`src/rtl/hist_cdf_lut.sv`:
```
// -----------------------------------------------------------------------------
// hist_cdf_lut
//
// Turns a finished histogram into a 64-entry equalisation LUT. On start, each
// of the num_bins histogram counts is read in turn and added into a running
// cumulative count (cdf). The cdf is scaled to an 8-bit level with a restoring
// divider that yields one quotient bit per cycle. Each level is written to the
// LUT RAM at the bin's address.
//
// Every bin takes exactly 11 cycles: READ 1, ACCUM 1, DIV 8, WRITE 1. The
// clamp and zero cases still run the full 8 DIV cycles, so run length depends
// only on num_bins.
//
// Optional feature (macro HIST_CDF_MIN_EN):
//   When defined, the block does classic equalisation. The first nonzero cdf
//   is latched as cdf_min. Each level is then
//   (cdf - cdf_min) * 255 / (total - cdf_min).
//   When undefined, the level is cdf * 255 / total and no cdf_min register
//   is built.
//
// Ports:
//   clk              in   1  clock, rising edge
//   rst              in   1  synchronous active-high reset
//   start            in   1  run request pulse, sampled only while idle
//   dim              in   9  image side length, total = dim*dim
//   num_bins         in   7  bins to process, 0..64 (larger values act as 64)
//   addr_hist_rd     out  6  histogram RAM read address (held outside READ)
//   dataout_hist     in  32  histogram RAM read data, one cycle latency;
//                            only bits [17:0] are used
//   writeEnable_lut  out  1  LUT RAM write strobe
//   addr_lut         out  6  LUT RAM write address
//   datain_lut       out  8  LUT RAM write data
//   busy             out  1  high whenever not idle
//   done             out  1  one-cycle completion pulse
// -----------------------------------------------------------------------------
module hist_cdf_lut (
  input  logic        clk,
  input  logic        rst,
  input  logic        start,
  input  logic [8:0]  dim,
  input  logic [6:0]  num_bins,
  output logic [5:0]  addr_hist_rd,
  input  logic [31:0] dataout_hist,
  output logic        writeEnable_lut,
  output logic [5:0]  addr_lut,
  output logic [7:0]  datain_lut,
  output logic        busy,
  output logic        done
);

  typedef enum logic [2:0] {
    StIdle,
    StRead,
    StAccum,
    StDiv,
    StWrite,
    StDone
  } state_e;

  // ---------------------------------------------------------------------------
  // State and datapath registers
  // ---------------------------------------------------------------------------
  state_e      state_q, state_d;
  logic [18:0] cdf_q, cdf_d;
  logic [6:0]  bin_q, bin_d;
  logic [7:0]  q_q, q_d;
  logic [18:0] rem_q, rem_d;       // partial remainder of the divider
  logic [7:0]  nlo_q, nlo_d;       // low dividend bits, shifted in MSB first
  logic [2:0]  cnt_q, cnt_d;       // DIV cycle counter

`ifdef HIST_CDF_MIN_EN
  logic [18:0] cdf_min_q, cdf_min_d;
  logic        min_set_q, min_set_d;
`endif

  // Registered outputs
  logic [5:0]  addr_hist_q, addr_hist_d;
  logic        we_q, we_d;
  logic [5:0]  addr_lut_q, addr_lut_d;
  logic [7:0]  datain_q, datain_d;
  logic        busy_q, busy_d;
  logic        done_q, done_d;

  // ---------------------------------------------------------------------------
  // Combinational datapath
  // ---------------------------------------------------------------------------
  logic [17:0] total;
  logic [6:0]  n_eff;
  logic [17:0] hist_cnt;
  logic        unused_hist_bits;
  logic [18:0] cdf_acc;
  logic [18:0] num_src;
  logic [26:0] num_scaled;
  logic [18:0] divisor;
  logic [18:0] rem_shift;
  logic [18:0] rem_sub;
  logic        ge;
  logic [7:0]  q_raw;
  logic [7:0]  q_final;

  assign total            = 18'(dim) * 18'(dim);
  assign n_eff            = (num_bins > 7'd64) ? 7'd64 : num_bins;
  assign hist_cnt         = dataout_hist[17:0];
  assign unused_hist_bits = ^dataout_hist[31:18];
  assign cdf_acc          = cdf_q + {1'b0, hist_cnt};

`ifdef HIST_CDF_MIN_EN
  // The bin that first makes the cdf nonzero uses its own updated cdf as the
  // floor, so its level comes out as 0.
  logic [18:0] min_eff;
  assign min_eff = (!min_set_q && (cdf_acc != 19'd0)) ? cdf_acc : cdf_min_q;
  assign num_src = cdf_acc - min_eff;
  assign divisor = {1'b0, total} - cdf_min_q;
`else
  assign num_src = cdf_acc;
  assign divisor = {1'b0, total};
`endif

  // x*255 as (x<<8) - x, so no multiplier is needed.
  assign num_scaled = {num_src, 8'd0} - {8'd0, num_src};

  // One restoring-division step. The top remainder bit is folded into the
  // compare so that a shifted-out bit still counts as "remainder >= divisor".
  assign rem_shift = {rem_q[17:0], nlo_q[7]};
  assign ge        = rem_q[18] | (rem_shift >= divisor);
  assign rem_sub   = rem_shift - divisor;
  assign q_raw     = {q_q[6:0], ge};

  // Special cases override whatever the divider produced.
  always_comb begin
    q_final = q_raw;
    if (total == 18'd0) begin
      q_final = 8'd0;
    end else if (cdf_q >= {1'b0, total}) begin
      q_final = 8'd255;
    end
`ifdef HIST_CDF_MIN_EN
    else if (min_set_q && (cdf_q < cdf_min_q)) begin
      q_final = 8'd0;
    end else if (divisor == 19'd0) begin
      q_final = 8'd255;
    end
`endif
  end

  // ---------------------------------------------------------------------------
  // Next-state logic
  // ---------------------------------------------------------------------------
  always_comb begin
    state_d = state_q;
    cdf_d   = cdf_q;
    bin_d   = bin_q;
    q_d     = q_q;
    rem_d   = rem_q;
    nlo_d   = nlo_q;
    cnt_d   = cnt_q;
`ifdef HIST_CDF_MIN_EN
    cdf_min_d = cdf_min_q;
    min_set_d = min_set_q;
`endif

    unique case (state_q)
      StIdle: begin
        cdf_d = '0;
        bin_d = '0;
        cnt_d = '0;
`ifdef HIST_CDF_MIN_EN
        cdf_min_d = '0;
        min_set_d = 1'b0;
`endif
        if (start) begin
          state_d = (num_bins == 7'd0) ? StDone : StRead;
        end
      end

      StRead: begin
        state_d = StAccum;
      end

      StAccum: begin
        cdf_d   = cdf_acc;
        // Upper dividend bits seed the remainder. They are below the divisor
        // whenever the quotient fits in 8 bits, i.e. in every non-clamp case.
        rem_d   = num_scaled[26:8];
        nlo_d   = num_scaled[7:0];
        cnt_d   = '0;
        state_d = StDiv;
`ifdef HIST_CDF_MIN_EN
        if (!min_set_q && (cdf_acc != 19'd0)) begin
          cdf_min_d = cdf_acc;
          min_set_d = 1'b1;
        end
`endif
      end

      StDiv: begin
        rem_d = ge ? rem_sub : rem_shift;
        nlo_d = {nlo_q[6:0], 1'b0};
        cnt_d = cnt_q + 3'd1;
        if (cnt_q == 3'd7) begin
          q_d     = q_final;
          state_d = StWrite;
        end else begin
          q_d = q_raw;
        end
      end

      StWrite: begin
        bin_d   = bin_q + 7'd1;
        state_d = ((bin_q + 7'd1) == n_eff) ? StDone : StRead;
      end

      StDone: begin
        state_d = StIdle;
      end

      default: begin
        state_d = StIdle;
      end
    endcase
  end

  // Outputs are registered from the next state so they line up with the
  // state they belong to.
  always_comb begin
    we_d        = (state_d == StWrite);
    addr_lut_d  = we_d ? bin_q[5:0] : addr_lut_q;
    datain_d    = we_d ? q_d : datain_q;
    addr_hist_d = (state_d == StRead) ? bin_d[5:0] : addr_hist_q;
    busy_d      = (state_d != StIdle);
    done_d      = (state_d == StDone);
  end

  // ---------------------------------------------------------------------------
  // Registers
  // ---------------------------------------------------------------------------
  always_ff @(posedge clk) begin
    if (rst) begin
      state_q     <= StIdle;
      cdf_q       <= '0;
      bin_q       <= '0;
      q_q         <= '0;
      rem_q       <= '0;
      nlo_q       <= '0;
      cnt_q       <= '0;
`ifdef HIST_CDF_MIN_EN
      cdf_min_q   <= '0;
      min_set_q   <= 1'b0;
`endif
      addr_hist_q <= '0;
      we_q        <= 1'b0;
      addr_lut_q  <= '0;
      datain_q    <= '0;
      busy_q      <= 1'b0;
      done_q      <= 1'b0;
    end else begin
      state_q     <= state_d;
      cdf_q       <= cdf_d;
      bin_q       <= bin_d;
      q_q         <= q_d;
      rem_q       <= rem_d;
      nlo_q       <= nlo_d;
      cnt_q       <= cnt_d;
`ifdef HIST_CDF_MIN_EN
      cdf_min_q   <= cdf_min_d;
      min_set_q   <= min_set_d;
`endif
      addr_hist_q <= addr_hist_d;
      we_q        <= we_d;
      addr_lut_q  <= addr_lut_d;
      datain_q    <= datain_d;
      busy_q      <= busy_d;
      done_q      <= done_d;
    end
  end

  assign addr_hist_rd    = addr_hist_q;
  assign writeEnable_lut = we_q;
  assign addr_lut        = addr_lut_q;
  assign datain_lut      = datain_q;
  assign busy            = busy_q;
  assign done            = done_q;

endmodule

```
`config.mk`:
```
export PLATFORM = sky130hd
export DESIGN_NAME = hist_cdf_lut
export DESIGN_NICKNAME = d
export VERILOG_FILES = /design/src/rtl/hist_cdf_lut.sv
export SDC_FILE = /design/constraint.sdc
export NUM_CORES = 1
export LEC_CHECK = 0
export CAP_MARGIN = 20
export CORE_MARGIN = 10
export CORE_UTILIZATION = 55
export DETAILED_ROUTE_END_ITERATION = 10
export PLACE_DENSITY = 0.79
export SYNTH_ARGS = -nofsm -noshare
export SYNTH_HDL_FRONTEND = slang
export SYNTH_SLANG_ARGS = --single-unit
export TNS_END_PERCENT = 50
```
`constraint.sdc`:
```
create_clock -name clk -period 6.5 [get_ports clk]
set_clock_uncertainty 0.05 [all_clocks]
set_input_delay 0.65 -clock clk [delete_from_list [all_inputs] [get_ports clk]]
set_output_delay 0.65 -clock clk [all_outputs]
set_load 0.02 [all_outputs]
```
Word level (Yosys, flattened, before mapping)
Index checks and enable logic that the tools add are counted.

Register bits: 90. Latch bits: 0. Bits in writable memories: 0. Bits in read-only memories: 0. Word-level logic and storage cells: 58. Memories: 0.

Add/sub/neg operators: 5. Multiply operators: 1. Div/mod/pow operators: 0. $lt $le $gt $ge: 3. Eq/ne operators: 9. Shift operators: 0. Multiplexer cells: 16. Bitwise logic cells: 1. Reduce and logical (&&, ||, !) cells: 9.

Operators by type and width (number): one-hot mux 19 bit (2 select lines) (2); >= comparator 19 x 18 -> 1 bit (2); two-way mux 8 bit (4); subtractor 27 x 19 -> 27 bit (1); adder 19 x 18 -> 19 bit (1); two-way mux 19 bit (1); subtractor 19 x 18 -> 19 bit (1); logical NOT 18 bit (1); multiplier 9 x 9 -> 18 bit (1); one-hot mux 8 bit (2 select lines) (1); one-hot mux 3 bit (5 select lines) (1); one-hot mux 7 bit (2 select lines) (1); equality test 3 bit (second input constant) (4); two-way mux 3 bit (4); nonzero test 2 bit (4); adder 7 x 1 -> 7 bit (second input constant) (1); equality test 7 bit (1); greater-than comparator 7 bit (second input constant) (1); logical NOT 7 bit (1); two-way mux 7 bit (1); equality test 3 x 1 -> 1 bit (second input constant) (2); equality test 3 x 2 -> 1 bit (second input constant) (2); one-hot mux 3 bit (2 select lines) (1); adder 3 x 1 -> 3 bit (second input constant) (1); other kinds (4) (4).

Depth between registers and ports, before layout
Gate-level depths: netlist (run 1).

Depth after elaboration: 7. Mapped depth: 30. Depth with buffers taken out: 29.

Worst setup path before layout (run 1)
Ideal clock, no wire load.

Kind: input to register. Start: in dim[6]. End: reg rem_q[10]. Setup time: 0.128 ns. Arrival time: 6.591 ns. Required time: 6.322 ns. Setup slack: -0.268 ns. Cell stages on the path: 24. Path through: clkbuf_1 inv_1 nor2_1 fa_1 fa_1 fa_1 inv_1 fa_1 inv_1 ha_1 a21oi_1 o21ai_0 nor2_1 a21oi_1 a21oi_1 o21bai_1 xor2_1 ha_1 and3_1 a311oi_1 o21ai_2 mux2_1 a222oi_1 nor2_1.

Longest elaborated chain between the ends: 5.

RTL lines: start: declaration (line 40) `input logic [8:0] dim,`; multiplier 9 x 9 -> 18 bit * (line 101) `assign total = 18'(dim) * 18'(dim);`; >= comparator 19 x 18 -> 1 bit (line 125) `assign ge = rem_q[18] | (rem_shift >= divisor);`; bitwise OR 1 bit (line 125); two-way mux 19 bit * (line 197) `rem_d = ge ? rem_sub : rem_shift;`; one-hot mux 19 bit (2 select lines) * (line 162) `unique case (state_q)`; end signal: assignment (line 261) `rem_q <= rem_d;`; end: declaration (line 67) `logic [18:0] rem_q, rem_d;`.

Mark *: on every way between the ends. The rest lies on a longest branch, timed or not. A chain may end at the register's enable or synchronous reset.

Worst setup path in the final report (run 1)
Start: in dim[6]. End: reg rem_q[16].

Same word-level chain as after synthesis.

==> results.rst, run 1 <==
.. list-table::
   :header-rows: 1

   * - Metric
     - Value
   * - Final hold violation count
     - 0
   * - Insertion delay of the later-clocked pin in the worst-skew pair
     - 340 ps
   * - Critical path startpoint category
     - input pin
   * - Net total in the final layout
     - 1489
   * - Number of search-and-repair iterations in the first detailed-routing pass
     - 5
   * - CTS tree
     - done
   * - Worst slack after detailed placement
     - -722 ps
   * - Final weighted congestion of routability-driven global placement
     - 0.959
   * - Global-route track usage on met3
     - 0.0221
   * - Top Ports
     - 74
   * - Number of antenna violations at the first check in global routing
     - 0
   * - First-pass GRT wire length
     - 42.5 mm
   * - Mean Syn Cell Area
     - 7.94 um2
   * - IR Drop Worst-Case VDD
     - 0.297 mV
   * - Global-route congestion overflow total
     - 0
   * - Netlist cell types
     - 85
   * - Kind of critical path
     - input pin to flip-flop
   * - Sum of negative setup slack
     - 0 ps
   * - Area post-placement
     - 10700 um2
   * - Met2 Usage GRT
     - 0.383
   * - Die width
     - 149 um
   * - Number of clock sinks
     - 89
   * - Data arrival, critical path
     - 6480 ps
   * - Static leakage
     - 5.17 nW
   * - Number of setup violations in the final report
     - 0
   * - Final design instance area without fill
     - 11600 um2
   * - Via count of the first global-routing pass
     - 8742
   * - Fin util
     - 0.709
   * - Final WL
     - 26.4 mm
   * - Floorplan core area
     - 16400 um2
   * - Minimum clock period
     - 6300 ps
   * - Worst hold-check slack
     - 405 ps
   * - Transition time at the pin with the least slew margin
     - 903 ps
   * - # diodes
     - 0
   * - Leading post-synthesis cells by cell area
     - sky130_fd_sc_hd__dfxtp_1 19%, sky130_fd_sc_hd__ha_1 13%, sky130_fd_sc_hd__fa_1 7.9%, sky130_fd_sc_hd__xnor2_1 5.6%, sky130_fd_sc_hd__inv_1 4.5%
   * - Share of flip-flops with an asynchronous set or reset after synthesis
     - 0
   * - Post-synthesis to final-layout area growth
     - 27.3%
   * - Via density
     - 5.99
   * - Number of enable flip-flop cells after synthesis
     - 0
   * - Most Used Layer, Global Route
     - met2
   * - Number of buffers on the longest clock path
     - 2
   * - Die area
     - 22200 um2
   * - Count of state elements after synthesis
     - 89
   * - Clock-pin slew of the registers on the worst-case setup and hold paths
     - 70 ps
   * - Worst-case register-to-register setup slack
     - 1310 ps
   * - Max Cap Violations
     - 0
   * - Yosys warning count
     - 0
   * - Number of buffers inserted during clock tree synthesis
     - 9
   * - Final Cycle Share
     - 0.970
   * - Fmax
     - 0.159 GHz
   * - Required time worst endpoint
     - 6670 ps
   * - Depth of the CTS H-tree
     - 3
   * - IO Port Bufs
     - 59
   * - Layout cell share with drive strength beyond 1
     - 0.192
   * - Cell area after technology mapping
     - 9140 um2
   * - Number of instances in the synthesized netlist
     - 1151
   * - Met1 Usage GRT
     - 0.290
   * - Detailed-route via count
     - 9171
   * - Half-perimeter wire length after placement
     - 19.3 mm
   * - Main synth FF type
     - sky130_fd_sc_hd__dfxtp_1
   * - Result of the run
     - completed
   * - Root Driver
     - sky130_fd_sc_hd__clkbuf_16
   * - Most frequent standard cell in the layout excluding fill and tap cells
     - sky130_fd_sc_hd__buf_4
   * - Worst setup margin
     - 197 ps
   * - Top-area cell type share of the netlist area
     - 0.195
   * - Starting DRC count in detailed routing
     - 761
   * - Initial Util
     - 0.557
   * - Drt wl/cell
     - 17.3 um
   * - Leading cell types in the layout, fill and taps excluded
     - 125 x sky130_fd_sc_hd__buf_4, 103 x sky130_fd_sc_hd__inv_1, 101 x sky130_fd_sc_hd__nor2_1, 96 x sky130_fd_sc_hd__nand2_1, 89 x sky130_fd_sc_hd__dfxtp_1
   * - Number of pins with negative max-slew slack in the final report
     - 0
   * - Post-synth net total
     - 1334
   * - Vertical die dimension
     - 149 um
   * - Drt drc
     - 0
   * - ANT nets after route
     - 0
   * - Max FO, Critical Path
     - 4
   * - Biggest area consumer among synthesized cells
     - sky130_fd_sc_hd__dfxtp_1
   * - Pin count of the biggest net entering global routing
     - 49
   * - Sequential fraction of the synthesis area
     - 0.195
   * - Worst min-delay path category
     - flip-flop to flip-flop
   * - PwrDens
     - 401 nW/um2
   * - Number of core rows
     - 47
   * - Worst rel slew slack
     - 0.398
   * - Crit path capture type
     - flip-flop
   * - All-layer global routing usage
     - 0.227
[critical path, stage by stage]
cell and delay (ps):
sky130_fd_sc_hd__clkbuf_2 140, sky130_fd_sc_hd__buf_4 140, sky130_fd_sc_hd__and2_4 150, sky130_fd_sc_hd__fa_1 540
sky130_fd_sc_hd__fa_1 440, sky130_fd_sc_hd__ha_1 300, sky130_fd_sc_hd__inv_1 50, sky130_fd_sc_hd__fa_1 540
sky130_fd_sc_hd__inv_1 50, sky130_fd_sc_hd__ha_1 330, sky130_fd_sc_hd__nor2b_4 160, sky130_fd_sc_hd__o2111ai_4 240
sky130_fd_sc_hd__nand3b_1 180, sky130_fd_sc_hd__xnor2_2 280, sky130_fd_sc_hd__ha_2 320, sky130_fd_sc_hd__nor4_4 80
sky130_fd_sc_hd__nand2_1 110, sky130_fd_sc_hd__o41ai_4 100, sky130_fd_sc_hd__a211oi_4 260, sky130_fd_sc_hd__a211oi_1 120
sky130_fd_sc_hd__buf_4 170, sky130_fd_sc_hd__o41ai_4 330, sky130_fd_sc_hd__a21oi_2 110, sky130_fd_sc_hd__or3_1 340
sky130_fd_sc_hd__nand3_1 120, sky130_fd_sc_hd__xor2_1 160, sky130_fd_sc_hd__o21ai_1 70
[stage by stage]
stage | std cells | power [W]
after global routing | 1531 | 0.00496
after detailed placement | 1495 | 0.00333
after global placement | 1495 | 0.00327
after floorplan | 1151 | 0.00230
after CTS | 1520 | 0.00428
final | 1531 | 0.00467
[synth_stat cells, drive strengths merged (7+ instances only)]
master,n
a2111oi,10
inv,110
fa,36
a22oi,23
or2,11
a211oi,16
a21o,24
xor2,19
o311a,7
a31oi,13
xnor2,59
ha,96
o21bai,7
nor4,7
nor2,105
a21oi,77
nor3,19
nand2,100
a22o,9
o21ai,43
o2111ai,7
mux2i,8
nand2b,15
o211ai,8
and2,30
nor2b,16
clkbuf,45
dfxtp,89
nand3,30
o21a,11
and3,12
nand4,10
a211o,7
[worst paths after layout]
kind                    start           to  cells past startpoint
hold / removal    addr_lut[3]  addr_lut[3]                      2
hold reg to reg   addr_lut[3]  addr_lut[3]                      2
setup reg to reg     cdf_q[1]    rem_q[15]                     20
setup / recovery       dim[6]    rem_q[16]                     27
[state kept, by name, summed over array words and instances (netlist names)]
signal / count
q_q: 7
done: 1
state_q: 3
nlo_q: 8
busy: 1
addr_lut: 6
addr_hist_rd: 6
datain_lut: 8
cdf_q: 19
rem_q: 19
cnt_q: 3
bin_q: 7
writeEnable_lut: 1
[per-layer routing]
| layer | routed length [um] | vias up |
|---|---|---|
| li1 | - | 4404 |
| met1 | 11300 | 4338 |
| met2 | 12800 | 355 |
| met3 | 1420 | 74 |
| met4 | 978 | 0 |
| met5 | 0 | - |
[cells by family after synthesis]
logic type                 synth area share
muxes                                0.0162
DFF                                   0.195
and+or+nand+nor                       0.204
AOI/OAI and AO/OA                     0.229
buffers and inverters                0.0646
xor gates and xnor gates             0.0806
adders and majority gates             0.210
[power by group]
part           total [W]  internal (W)  switching (W)
clock network   0.000563      0.000339       0.000223
logic            0.00349       0.00173        0.00176
registers       0.000609      0.000573      0.0000357
total            0.00467       0.00264        0.00202
[cell type report]
cell class / count / area (um2)
Clock buffer: 10 / 229
Multi-Input combinational cell: 905 / 7220
Clock inverter: 6 / 91.3
Inverter: 110 / 413
Fill cell: 1207 / 4780
Tap cell: 220 / 275
Sequential cell: 89 / 1780
Timing Repair Buffer: 191 / 1620
[repair_timing]
action | in CTS | in global routing
setup buffers | 8 | 11
resized for setup | 48 | 72
endpoints found under the setup margin | 34 | 34
hold buffers | 0 | 0
pin swaps | 35 | 55
cloned | 1 | 0
(Power assumes the default switching activity.)
==> run 2: changes to the inputs <==
--- a/config.mk
+++ b/config.mk
@@ -7,9 +7,9 @@
 export LEC_CHECK = 0
 export CAP_MARGIN = 20
 export CORE_MARGIN = 10
-export CORE_UTILIZATION = 55
+export CORE_UTILIZATION = 50
 export DETAILED_ROUTE_END_ITERATION = 10
-export PLACE_DENSITY = 0.79
+export PLACE_DENSITY = 0.7
 export SYNTH_ARGS = -nofsm -noshare
 export SYNTH_HDL_FRONTEND = slang
 export SYNTH_SLANG_ARGS = --single-unit
==> constraint.sdc (replaced) <==
create_clock -name clk -period 8 [get_ports clk]
set_clock_uncertainty 0.05 [all_clocks]
set_input_delay 0.8 -clock clk [delete_from_list [all_inputs] [get_ports clk]]
set_output_delay 0.8 -clock clk [all_outputs]
set_load 0.02 [all_outputs]
==> run 2 against run 1 <==
Register-to-register slack gained 1500 ps. Worst hold slack improved by 0.61 ps. Sequential share of layout area rose by 2.0 points. Clock power is 21% lower. Non-clock buffer count shrank 111. Critical endpoint is now rem_q[2].
==> results.rst, run 2 (synthesis gave the netlist of run 1 again) <==
.. list-table::
   :header-rows: 1

   * - Metric
     - Value
   * - Result of the run
     - completed
   * - Detailed-route via count
     - 8274 (-9.8%)
   * - Data arrival, critical path
     - 7610 ps (+1130 ps)
   * - Bufs and invs on worst path
     - 4 (-1)
   * - Depth of the CTS H-tree
     - 3 (unchanged)
   * - Die width
     - 155 um (+4.2%)
   * - Number of buffers on the longest clock path
     - 2 (unchanged)
   * - Area post-placement
     - 9980 um2 (-6.7%)
   * - Portion of total power attributed to sequential cells
     - 0.178 (+0.047)
   * - Number of buffers inserted during clock tree synthesis
     - 9 (unchanged)
   * - Drt wl/cell
     - 16.1 um (-6.6%)
   * - Insertion delay of the later-clocked pin in the worst-skew pair
     - 340 ps (about the same)
   * - All-layer global routing usage
     - 0.190 (-0.0368)
   * - Critical path startpoint category
     - input pin
   * - Clock-pin slew of the registers on the worst-case setup and hold paths
     - 70 ps (about the same)
   * - Minimum clock period
     - 7460 ps
   * - Static leakage
     - 4.50 nW (-13%)
   * - Number of setup violations in the final report
     - 0 (unchanged)
   * - Post-synthesis to final-layout area growth
     - 12.8%
   * - Transition time at the pin with the least slew margin
     - 850 ps (-53.1 ps)
   * - Root Driver
     - sky130_fd_sc_hd__clkbuf_16
   * - Die area
     - 24100 um2 (+8.6%)
   * - Worst path slowest cell
     - sky130_fd_sc_hd__clkdlybuf4s50_1
   * - Fin util
     - 0.574 (-0.135)
   * - Crit path capture type
     - flip-flop
   * - Final WL
     - 23.0 mm (-13%)
   * - Via count of the first global-routing pass
     - 8127 (-7.0%)
   * - Via density
     - 5.79 (-3.3%)
   * - Max FO, Critical Path
     - 8 (+4)
   * - Final Cycle Share
     - 0.933
   * - Fmax
     - 0.134 GHz
   * - Number of clock sinks
     - 89 (unchanged)
   * - Leading cell types in the layout, fill and taps excluded
     - 109 x sky130_fd_sc_hd__inv_1, 105 x sky130_fd_sc_hd__nor2_1, 100 x sky130_fd_sc_hd__nand2_1, 96 x sky130_fd_sc_hd__ha_1, 89 x sky130_fd_sc_hd__dfxtp_1
   * - Logic depth of the worst path, buffers included
     - 24 (-11%)
   * - Share of power burned in combinational logic
     - 0.661 (-0.088)
   * - Number of antenna violations at the first check in global routing
     - 0 (unchanged)
   * - Number of core rows
     - 49 (+4.3%)
   * - Layout cell share with drive strength beyond 1
     - 0.0558 (-0.136)
   * - Final hold violation count
     - 0 (unchanged)
   * - ANT nets after route
     - 0 (unchanged)
   * - Required time worst endpoint
     - 8150 ps (+1480 ps)
   * - Top Ports
     - 74 (unchanged)
   * - Most frequent standard cell in the layout excluding fill and tap cells
     - sky130_fd_sc_hd__inv_1
   * - Initial Util
     - 0.509 (-0.0483)
   * - IR Drop Worst-Case VDD
     - 0.161 mV (-46%)
   * - Delay contributed by the slowest stage of the critical path
     - 590 ps (+50 ps)
   * - Share of total power consumed by net switching
     - 0.458 (+0.0244)
   * - Final weighted congestion of routability-driven global placement
     - 0.888 (-7.4%)
   * - Hold depth
     - 2 (unchanged)
   * - Number of pins with negative max-slew slack in the final report
     - 0 (unchanged)
   * - Critical Path, Cell by Cell
     - clkdlybuf4s50_1, inv_1, nor2_1, fa_1, fa_1, fa_1, inv_1, fa_1, inv_1, ha_1, a21oi_1, o21ai_0, nor2_1, a21oi_1, a21oi_1, o21bai_1, xor2_1, ha_1, and3_1, a311oi_1, o21ai_2, mux2_1, a222oi_1, nor2_1
   * - Layout fillers
     - 1631 (+35%)
   * - Net total in the final layout
     - 1378 (-7.5%)
   * - Family of cells with the greatest summed delay on the critical path
     - adder cells
   * - Floorplan core area
     - 18000 um2 (+9.5%)
   * - IO Port Bufs
     - 59 (unchanged)
   * - Vertical die dimension
     - 155 um (+4.2%)
   * - Final design instance area without fill
     - 10300 um2 (-11%)
   * - Kind of critical path
     - input pin to flip-flop
   * - Biggest registers after layout
     - cdf_q: 19 flops, rem_q: 19 flops
   * - Global-route congestion overflow total
     - 0 (unchanged)
   * - Worst rel slew slack
     - 0.434 (+0.0354)
   * - First-pass GRT wire length
     - 39.1 mm (-7.8%)
   * - Power spent charging and discharging nets
     - 0.00126 W (-37%)
   * - PwrDens
     - 268 nW/um2 (-33%)
   * - Clock share of power
     - 0.161 (+0.040)
   * - # diodes
     - 0 (unchanged)
   * - CTS tree
     - done
   * - Worst min-delay path category
     - flip-flop to flip-flop
   * - Starting DRC count in detailed routing
     - 552 (-27%)
   * - Half-perimeter wire length after placement
     - 18.3 mm (-5.5%)
   * - Pin count of the biggest net entering global routing
     - 81 (+65%)
   * - Number of cells traversed by the worst register-to-register path
     - 20 (unchanged)
   * - Int Power
     - 0.00150 W (-43%)
   * - Sum of negative setup slack
     - 0 ps (unchanged)
   * - Library cell appearing most often on the critical path
     - sky130_fd_sc_hd__fa_1
   * - Drt drc
     - 0 (unchanged)
   * - Max Cap Violations
     - 0 (unchanged)
   * - RSZ-0062 raised after global routing
     - no
   * - Number of search-and-repair iterations in the first detailed-routing pass
     - 5 (unchanged)
==> run 2: cell types whose count changed in the layout (fill, tap and decap cells not counted), moves of 7 or more <==
cell                              before  now
sky130_fd_sc_hd__buf_4               125   20
sky130_fd_sc_hd__ha_1                 86   96
sky130_fd_sc_hd__clkdlybuf4s50_1      49   57
sky130_fd_sc_hd__ha_4                  7    0
==> run 2: worst register-to-register path, delay by kind of cell (launching register included) <==
family / cells / cell delay (ps)
AO/OA/AOI/OAI: 13 / 2760
XOR/XNOR: 2 / 470
adder cells (fa/ha/maj): 2 / 680
buffers and inverters: 1 / 160
flip-flops: 1 / 460
AND/OR/NAND/NOR: 2 / 500
==> run 2: final timing paths <==
path                                   from  slack, ps     endpoint
worst min-delay path            addr_lut[4]        410  addr_lut[4]
worst max-delay path                 dim[6]        540     rem_q[2]
worst max register to register     cdf_q[1]       2840    rem_q[15]
worst min register to register  addr_lut[4]        410  addr_lut[4]
==> run 2: cell type report <==
class                   count  area (um2)  share of cell area
multi-input cells         905        6770               0.656
flip-flops and latches     89        1780               0.173
repair buffers             80         753              0.0730
inverters                 110         413              0.0400
well taps                 229         287              0.0278
clock buffers               9         225              0.0218
clock inverters             7        85.1             0.00825
==> run 2: through the flow <==
stage               worst slack, ps  hold slack, ps  total power, W  cells
finish                          536             406         0.00276   1429
global route                   72.6             424         0.00301   1429
CTS                             505             409         0.00275   1428
detailed placement              179             399         0.00229   1412
global placement                194             394         0.00227   1412
floorplan                      1080             386         0.00185   1151
==> run 2: timing repair <==
item / 4_1_cts / 5_1_grt
hold buffers: 0 / 0
setup buffers: 0 / 0
setup endpoints to repair: 0 / 5
resized for setup: 0 / 2
==> run 2: power groups by stage <==
stage	Clock, W	Sequential (W)	Combinational (W)
2_1_floorplan	0	0.000490	0.00136
6_report	0.000445	0.000492	0.00182
5_1_grt	0.000466	0.000494	0.00205
3_5_place_dp	0	0.000501	0.00179
3_3_place_gp	0	0.000500	0.00177
4_1_cts	0.000453	0.000491	0.00181
==> run 2: routing by layer <==
metal | vias up | global-route usage | share of wire
met5 | - | 0 | 0
met1 | 3906 | 0.256 | 0.48
met2 | 161 | 0.315 | 0.47
met4 | 0 | 0.0530 | 0.015
met3 | 26 | 0.0193 | 0.038
li1 | 4181 | - | -
==> run 3: changes to the inputs <==
--- a/config.mk
+++ b/config.mk
@@ -7,9 +7,8 @@
 export LEC_CHECK = 0
 export CAP_MARGIN = 20
 export CORE_MARGIN = 10
-export CORE_UTILIZATION = 50
+export CORE_UTILIZATION = 40
 export DETAILED_ROUTE_END_ITERATION = 10
-export PLACE_DENSITY = 0.7
 export SYNTH_ARGS = -nofsm -noshare
 export SYNTH_HDL_FRONTEND = slang
 export SYNTH_SLANG_ARGS = --single-unit
==> run 3 against run 2 <==
Register-to-register slack worse by 50 ps. Clock power fell by 4%. Global-route usage is 2.5 points lower. Sequential power about the same. Final cell count increased by 3.8%. Clock-buffer cell count is the same. Setup slack better by 7.2 ps. Critical path depth grew 6. Design area grew 0.38%. First-iteration DRC count down 10%. Non-clock buffer count fell by 1. Critical endpoint is now rem_q[18]. Largest cell class unchanged. Largest power group unchanged. Highest routed layer unchanged.
==> results.rst, run 3 (synthesis gave the netlist of run 1 again) <==
.. list-table::
   :header-rows: 1

   * - Metric
     - Value
   * - Max FO, Critical Path
     - 9 (+1)
   * - Floorplan core area
     - 22600 um2 (+26%)
   * - IO Port Bufs
     - 59 (unchanged)
   * - Result of the run
     - completed
   * - Global-route congestion overflow total
     - 0 (unchanged)
   * - Number of buffers on the longest clock path
     - 2 (unchanged)
   * - Root Driver
     - sky130_fd_sc_hd__clkbuf_16
   * - Net total in the final layout
     - 1377 (-0.073%)
   * - Family of cells with the greatest summed delay on the critical path
     - adder cells
   * - Number of clock sinks
     - 89 (unchanged)
   * - Number of hold-repair buffers added at the cts stage
     - 0 (unchanged)
   * - Number of pins with negative max-slew slack in the final report
     - 0 (unchanged)
   * - Data arrival, critical path
     - 7680 ps (+70 ps)
   * - Layout cell share with drive strength beyond 1
     - 0.0550 (-0.000787)
   * - Biggest registers after layout
     - cdf_q: 19 flops, rem_q: 19 flops
   * - Detailed-route via count
     - 8152 (-1.5%)
   * - Post-synthesis to final-layout area growth
     - 13.3%
   * - Transition time at the pin with the least slew margin
     - 886 ps (+36.2 ps)
   * - Die area
     - 29300 um2 (+22%)
   * - Pin count of the biggest net entering global routing
     - 81 (unchanged)
   * - Top Ports
     - 74 (unchanged)
   * - Number of core rows
     - 55 (+12%)
   * - Hold depth
     - 2 (unchanged)
   * - Half-perimeter wire length after placement
     - 18.7 mm (+2.5%)
   * - First-pass GRT wire length
     - 40.2 mm (+2.8%)
   * - RSZ-0062 raised after global routing
     - no
   * - Post-placement cell count
     - 1468 (+4.0%)
   * - Worst rel slew slack
     - 0.409 (-0.0242)
   * - Most frequent standard cell in the layout excluding fill and tap cells
     - sky130_fd_sc_hd__inv_1
   * - Bufs and invs on worst path
     - 6 (+2)
   * - Worst min-delay path category
     - flip-flop to flip-flop
   * - Drt wl/cell
     - 15.8 um (-1.8%)
   * - Number of antenna violations at the first check in global routing
     - 0 (unchanged)
   * - Via count of the first global-routing pass
     - 7991 (-1.7%)
   * - Reg-to-Reg End
     - rem_q[15]
   * - Clock-pin slew of the registers on the worst-case setup and hold paths
     - 80 ps (about the same)
   * - Insertion delay of the later-clocked pin in the worst-skew pair
     - 350 ps (about the same)
   * - Library cell appearing most often on the critical path
     - sky130_fd_sc_hd__fa_1
   * - Non-filler instance count after layout
     - 1484 (+3.8%)
   * - All-layer global routing usage
     - 0.165 (-0.0255)
   * - Via density
     - 5.49 (-5.1%)
   * - # diodes
     - 0 (unchanged)
   * - Fmax
     - 0.134 GHz (about the same)
   * - Kind of critical path
     - input pin to flip-flop
   * - Required time worst endpoint
     - 8230 ps (+80 ps)
   * - Worst-case register-to-register setup slack
     - 2790 ps (-50 ps)
   * - Max Cap Violations
     - 0 (unchanged)
   * - Leading cell types in the layout, fill and taps excluded
     - 109 x sky130_fd_sc_hd__inv_1, 105 x sky130_fd_sc_hd__nor2_1, 100 x sky130_fd_sc_hd__nand2_1, 96 x sky130_fd_sc_hd__ha_1, 89 x sky130_fd_sc_hd__dfxtp_1
   * - Final Cycle Share
     - 0.932 (about the same)
   * - CTS tree
     - done
   * - Drt drc
     - 0 (unchanged)
   * - Number of setup violations in the final report
     - 0 (unchanged)
   * - PwrDens
     - 262 nW/um2 (-2.1%)
   * - Final WL
     - 23.5 mm (+2.0%)
   * - Crit path capture type
     - flip-flop
   * - Worst reg2reg path startpoint
     - cdf_q[1]
   * - End of the worst hold path
     - addr_lut[3]
   * - Initial Util
     - 0.405 (-0.104)
   * - Final weighted congestion of routability-driven global placement
     - 0.880 (-0.89%)
   * - Worst Min Path Start
     - addr_lut[3]
   * - Final hold violation count
     - 0 (unchanged)
   * - Die width
     - 171 um (+10%)
   * - Worst path slowest cell
     - sky130_fd_sc_hd__clkdlybuf4s50_1
   * - Number of cells traversed by the worst register-to-register path
     - 20 (unchanged)
   * - Delay contributed by the slowest stage of the critical path
     - 700 ps (+110 ps)
   * - Starting DRC count in detailed routing
     - 496 (-10%)
   * - Minimum clock period
     - 7460 ps (-7.17 ps)
   * - ANT nets after route
     - 0 (unchanged)
   * - IR Drop Worst-Case VDD
     - 0.118 mV (-27%)
   * - Vertical die dimension
     - 171 um (+10%)
   * - Depth of the CTS H-tree
     - 3 (unchanged)
   * - Number of search-and-repair iterations in the first detailed-routing pass
     - 5 (unchanged)
   * - Critical path startpoint category
     - input pin
   * - Sum of negative setup slack
     - 0 ps (unchanged)
   * - Number of buffers inserted during clock tree synthesis
     - 9 (unchanged)
   * - Static leakage
     - 4.47 nW (-0.65%)
-- run 3: cell types whose count changed in the layout (fill, tap and decap cells not counted), sizes merged --
cell	before	now
bufinv	1	0
clkdlybuf4s50	57	58
clkinvlp	1	2
dlymetal6s2s	1	0
inv	114	113
buf	22	21
clkinv	1	2
-- run 3: through the flow --
stage	instance area, um2	power, W	util	setup WS, ps	hold WS [ps]
after detailed placement	10100	0.00227	0.445	235	397
after global placement	10100	0.00227	0.445	314	393
after floorplan	9140	0.00185	-	1080	386
final	10400	0.00271	0.459	543	409
after CTS	10300	0.00272	0.459	570	408
after global routing	10400	0.00299	0.459	3.55	431
-- run 3: where the power goes --
part / switching (W) / internal [W]
Combinational: 0.00103 / 0.000765
Clock: 0.000207 / 0.000220
Sequential: 0.0000267 / 0.000465
-- run 3: per-layer routing --
metal | vias to the layer above | part of all wire | global-route usage
li1 | 4178 | - | -
met1 | 3839 | 0.49 | 0.226
met2 | 125 | 0.47 | 0.272
met3 | 10 | 0.034 | 0.0196
met4 | 0 | 0.0081 | 0.0314
met5 | - | 0 | 0
-- run 3: layout make-up --
cell class,instances,area (um2)
timing repair buffer,79,736
fill,2294,12200
clock inverter,7,71.3
inverter,110,413
clock buffer,9,225
tap,285,357
sequential,89,1780
multi-input combinational,905,6770
-- run 3: worst register-to-register path: stages, from the launching register on --
cell                       delay, ps
sky130_fd_sc_hd__dfxtp_1         480
sky130_fd_sc_hd__ha_1            290
sky130_fd_sc_hd__a211o_1         350
sky130_fd_sc_hd__a211o_1         330
sky130_fd_sc_hd__a221oi_4        350
sky130_fd_sc_hd__a211oi_2        180
sky130_fd_sc_hd__nor2_1          190
sky130_fd_sc_hd__xnor2_1         250
sky130_fd_sc_hd__inv_1           170
sky130_fd_sc_hd__ha_1            410
sky130_fd_sc_hd__a21o_1          200
sky130_fd_sc_hd__a21o_1          170
sky130_fd_sc_hd__a21o_1          180
sky130_fd_sc_hd__a21oi_1         160
sky130_fd_sc_hd__o21ai_0         130
sky130_fd_sc_hd__a21o_1          190
sky130_fd_sc_hd__a31o_2          240
sky130_fd_sc_hd__nor4b_1         310
sky130_fd_sc_hd__xnor2_1         220
sky130_fd_sc_hd__o221ai_1        170
sky130_fd_sc_hd__a21oi_1         120
-- run 3: worst max path at each step --
stage | startpoint | endpoint | slack, ps | depth (start not counted)
6_report | dim[2] | rem_q[18] | 540 | 30
5_1_grt | dim[2] | rem_q[3] | 4 | 25
4_1_cts | dim[2] | rem_q[3] | 570 | 24
3_5_place_dp | dim[2] | rem_q[2] | 240 | 24
3_3_place_gp | dim[2] | rem_q[3] | 310 | 24
2_1_floorplan | dim[6] | rem_q[10] | 1080 | 24
-- run 3: timing repair --
item	in CTS	in global routing
resized for setup	0	2
hold endpoints to repair	0	0
endpoints found under the setup margin	0	8
buffers inserted	0	0
